<file path="src/rtl/pc_sequencer.sv">
// pc_sequencer: program-counter sequencer with start/stall/halt/branch control and a carry register.
// Define RELATIVE_BRANCH_EN to make taken branches PC-relative (sign-extended TARGET[OFS_W-1:0]).
module pc_sequencer #(
    parameter int PC_W  = 10,
    parameter int OFS_W = 8
) (
    input  logic            CLK,
    input  logic            Reset,
    input  logic            START,
    input  logic [PC_W-1:0] START_ADDR,
    input  logic            BRANCH,
    input  logic            BR_FLAG,
    input  logic [PC_W-1:0] TARGET,
    input  logic            HALT,
    input  logic            STALL,
    input  logic            SC_OUT,
    input  logic            SC_WE,
    output logic            SC_IN,
    output logic [PC_W-1:0] PC,
    output logic            DONE
);
    typedef enum logic [1:0] {IDLE, RUN, HALTED} state_t;

    localparam logic [PC_W-1:0] ONE = PC_W'(1);

    state_t          state_q, state_d;
    logic [PC_W-1:0] pc_q, pc_d, br_tgt;
    logic            sc_q, sc_d, done_q;

`ifdef RELATIVE_BRANCH_EN
    logic signed [OFS_W-1:0] ofs;
    assign ofs    = TARGET[OFS_W-1:0];
    assign br_tgt = pc_q + PC_W'(ofs);
`else
    assign br_tgt = TARGET;
`endif

    // Next-state logic: START restarts from any state; in RUN stall beats halt beats branch beats increment.
    always_comb begin
        state_d = state_q;
        pc_d    = pc_q;
        sc_d    = sc_q;
        if (START) begin
            state_d = RUN;
            pc_d    = START_ADDR;
            sc_d    = 1'b0;
        end else if (state_q == RUN && !STALL) begin
            sc_d    = SC_WE ? SC_OUT : sc_q;
            state_d = HALT ? HALTED : RUN;
            pc_d    = HALT ? pc_q : (BRANCH && BR_FLAG) ? br_tgt : pc_q + ONE;
        end
    end

    // State, PC, carry and DONE registers; DONE is registered from the next state so it tracks HALTED.
    always_ff @(posedge CLK or posedge Reset) begin
        if (Reset) begin
            state_q <= IDLE;
            pc_q    <= '0;
            sc_q    <= 1'b0;
            done_q  <= 1'b0;
        end else begin
            state_q <= state_d;
            pc_q    <= pc_d;
            sc_q    <= sc_d;
            done_q  <= (state_d == HALTED);
        end
    end

    assign PC    = pc_q;
    assign SC_IN = sc_q;
    assign DONE  = done_q;
endmodule

</file>
<file path="config.mk">
export PLATFORM = sky130hd
export DESIGN_NAME = pc_sequencer
export DESIGN_NICKNAME = d
export VERILOG_FILES = /design/src/rtl/pc_sequencer.sv
export SDC_FILE = /design/constraint.sdc
export NUM_CORES = 1
export LEC_CHECK = 0
export CORE_UTILIZATION = 37
export DETAILED_ROUTE_END_ITERATION = 8
export GPL_ROUTABILITY_DRIVEN = 1
export PLACE_DENSITY_LB_ADDON = 0.2
export SLEW_MARGIN = 5
export SYNTH_ARGS = -nofsm -noshare
export SYNTH_HDL_FRONTEND = slang
export SYNTH_SLANG_ARGS = --single-unit
</file>
<file path="constraint.sdc">
create_clock -name CLK -period 1.6 [get_ports CLK]
set_input_delay 0.24 -clock CLK [delete_from_list [all_inputs] [get_ports CLK]]
set_output_delay 0.24 -clock CLK [all_outputs]
set_load 0.01 [all_outputs]
</file>
==> results.toml <==
[synth]
synth_edf_count = 0
synth_area_um2 = 938
synth_ff_type = "dfrtp_1"
synth.area.top_cells = "dfrtp_1 37%, o21ai_0 5.9%, a211oi_1 4.0%"
yosysWarningCount = 0
syn_area_per_cell_um2 = 9.38
ys_ff_latch = 14
ys_types = 42
yosysMostFrequentCell = "dfrtp_1"
synth_top_area_frac = 0.373
synthTopCellsByCount = "14 x dfrtp_1, 11 x o21ai_0, 9 x nand2_1"
yosysTopAreaCell = "dfrtp_1"
synth_nets = 130
async_flop_share = 1.00
synth_cells = 100
seq_area_frac_synth = 0.373

[cts]
cts-hold-fix-buffers = 0
clkLatencyLatePin_ns = 0.29
cts_sinks = 14
clkTransAtPathRegs_ns = 0.10
numCtsBuffers = 3
cts_root_buf = "clkbuf_4"
cts_tree = "yes"
htree_num_levels = 1
clockBufferDepth = 2

[setup_path]
crit_chain = "clkdlybuf4s50_1"
worstSetupPathType = "reg -> out"
critPathTopFamily = "buffers and inverters"
worstPathArrival_ns = 1.32
startpoint_type = "flip-flop"
crit_path_top_delay_cell = "clkdlybuf4s50_1"
cp_num_buf_inv = 1
cpPeakStageDelay_ns = 0.57
cp-end-kind = "primary output"
cp_max_fo = 6
cp.required_ns = 1.36

[sta]
setup_viol_count_final = 0
rsz0062_at_grt = "true"
post-route-period-util = 0.975
fin_tns_setup_ns = 0
report.final.hold_viol_count = 0
slew_headroom = 0.619
worstMarginPinSlew_ns = 0.571
maxSlewViolCount = 0
finalClockSkew_ns = 0.00503
fin_crit_ns = 1.56
fmax_ghz = 0.641

[power]
leakagePower_nw = 0.621
vdd_drop_max_v = 0.000439
p_per_area_mw_per_mm2 = 707

[die]
num_io_pins = 41
core_area_mm2 = 0.00230
die_area_mm2 = 0.00274
die_x_um = 52.4
num_rows = 17
start_util = 0.408
die_h_um = 52.4

[global_routing]
grt_pass1_wl_um = 4690
grt.total_usage = 0.236
grt_max_degree = 15
antenna_found_initial = 0
grt-ovfl-total = 0
first_global_vias = 1054

[status]
run_status = "finished, final reports clean"

[final_layout]
diodes = 0
seq_area_um2 = 354
fillers = 194
area_growth_pct = 60.3
finalNetCount = 184
multiInputGateArea_um2 = 564
layout-drive-gt1-share = 0.196
final_area_mm2 = 0.00150

[min_path]
hp-class = "in -> async"

[place]
gp_routability_congestion = 0.925
post-dp-hpwl_um = 2190
io_buffers = 40
placed_area_mm2 = 0.00144

[route]
drt-initial-drc-count = 41
postRouteAntennaNets = 0
drc_errors = 0
post_drt_wl_per_cell_um = 16.0
dr.pass1.iters = 4
via_per_inst = 6.01
wl_um = 2900
dr_total_vias = 1087

[flow_run]
maxCapViolCount = 0
## metal layers
| metal | track usage | vias up | part of all wire |
|---|---|---|---|
| li1 | - | 500 | - |
| met2 | 0.409 | 63 | 0.49 |
| met1 | 0.293 | 508 | 0.41 |
| met4 | 0.0965 | 0 | 0.034 |
| met3 | 0.0261 | 16 | 0.062 |
| met5 | 0 | - | 0 |
## path summary, 6_finish.rpt
path | startpoint | to | slack [ns] | cells past startpoint
max in group asynchronous | Reset | PC[7]$_DFFE_PP0P_ | 0.90 | 2
setup reg to reg | state_q[1]$_DFF_PP0_ | PC[7]$_DFFE_PP0P_ | 0.07 | 4
min in group CLK | HALT | state_q[1]$_DFF_PP0_ | 0.40 | 3
hold / removal | Reset | PC[1]$_DFFE_PP0P_ | 0.29 | 2
setup / recovery | PC[4]$_DFFE_PP0P_ | PC[4] | 0.04 | 1
hold reg to reg | SC_IN$_DFFE_PP0P_ | SC_IN$_DFFE_PP0P_ | 0.55 | 2
## placed cells by master, fill, tap and decap left out, drive strengths merged, types with 3 or more instances in the layout
cell | synthesis | routed
a211oi | 5 | 5
a21oi | 3 | 3
a22oi | 3 | 3
buf | 2 | 13
clkbuf | 2 | 4
clkdlybuf4s50 | 0 | 38
dfrtp | 14 | 14
inv | 3 | 3
nand2 | 10 | 10
nand3 | 4 | 4
nand4 | 3 | 3
nor2 | 7 | 7
o21ai | 12 | 12
## per-stage QoR
stage                     setup WS (ns)  utilization  std cells  power (mW)  hold slack, ns
after floorplan                  0.0999            -        100       0.582           0.129
after global placement           -0.260        0.626        176       0.778           0.509
after detailed placement         -0.314        0.626        176       0.788           0.540
after CTS                       0.00191        0.642        180        1.05           0.317
after global routing           -0.00881        0.655        181        1.12           0.351
final                            0.0398        0.655        181        1.06           0.293
## where the power goes
group	total (mW)	internal, mW	switching, mW
clock	0.268	0.139	0.130
sequential	0.438	0.391	0.0477
combinational	0.357	0.206	0.151
## cell families (layout without fill, tap and decap cells)
kind of cell	count (synthesis)	in the layout	synth area share
xor gates and xnor gates	3	3	0.0280
adders and majority gates	1	1	0.0133
AOI/OAI and AO/OA	36	36	0.271
DFF	14	14	0.373
and+or+nand+nor	38	38	0.264
buffers and inverters	7	60	0.0400
muxes	1	1	0.0107
## area by class of cell
type,instances,area share
Timing Repair Buffer,53,0.334
Inverter,3,0.00749
Tap cell,28,0.0233
Clock buffer,4,0.0241
Multi-Input combinational cell,79,0.375
Sequential cell,14,0.235
## state kept, by name (all words and copies together), names as in the netlist
signal   count
state_q      2
DONE         1
SC_IN        1
PC          10
## what timing repair did
item / 4_1_cts / 5_1_grt
gates cloned: 0 / 0
pin swaps: 1 / 4
setup endpoints to repair: 1 / 6
buffers inserted: 0 / 1
gates resized for setup: 2 / 8
No activity file was read; power rests on OpenSTA's default activity.
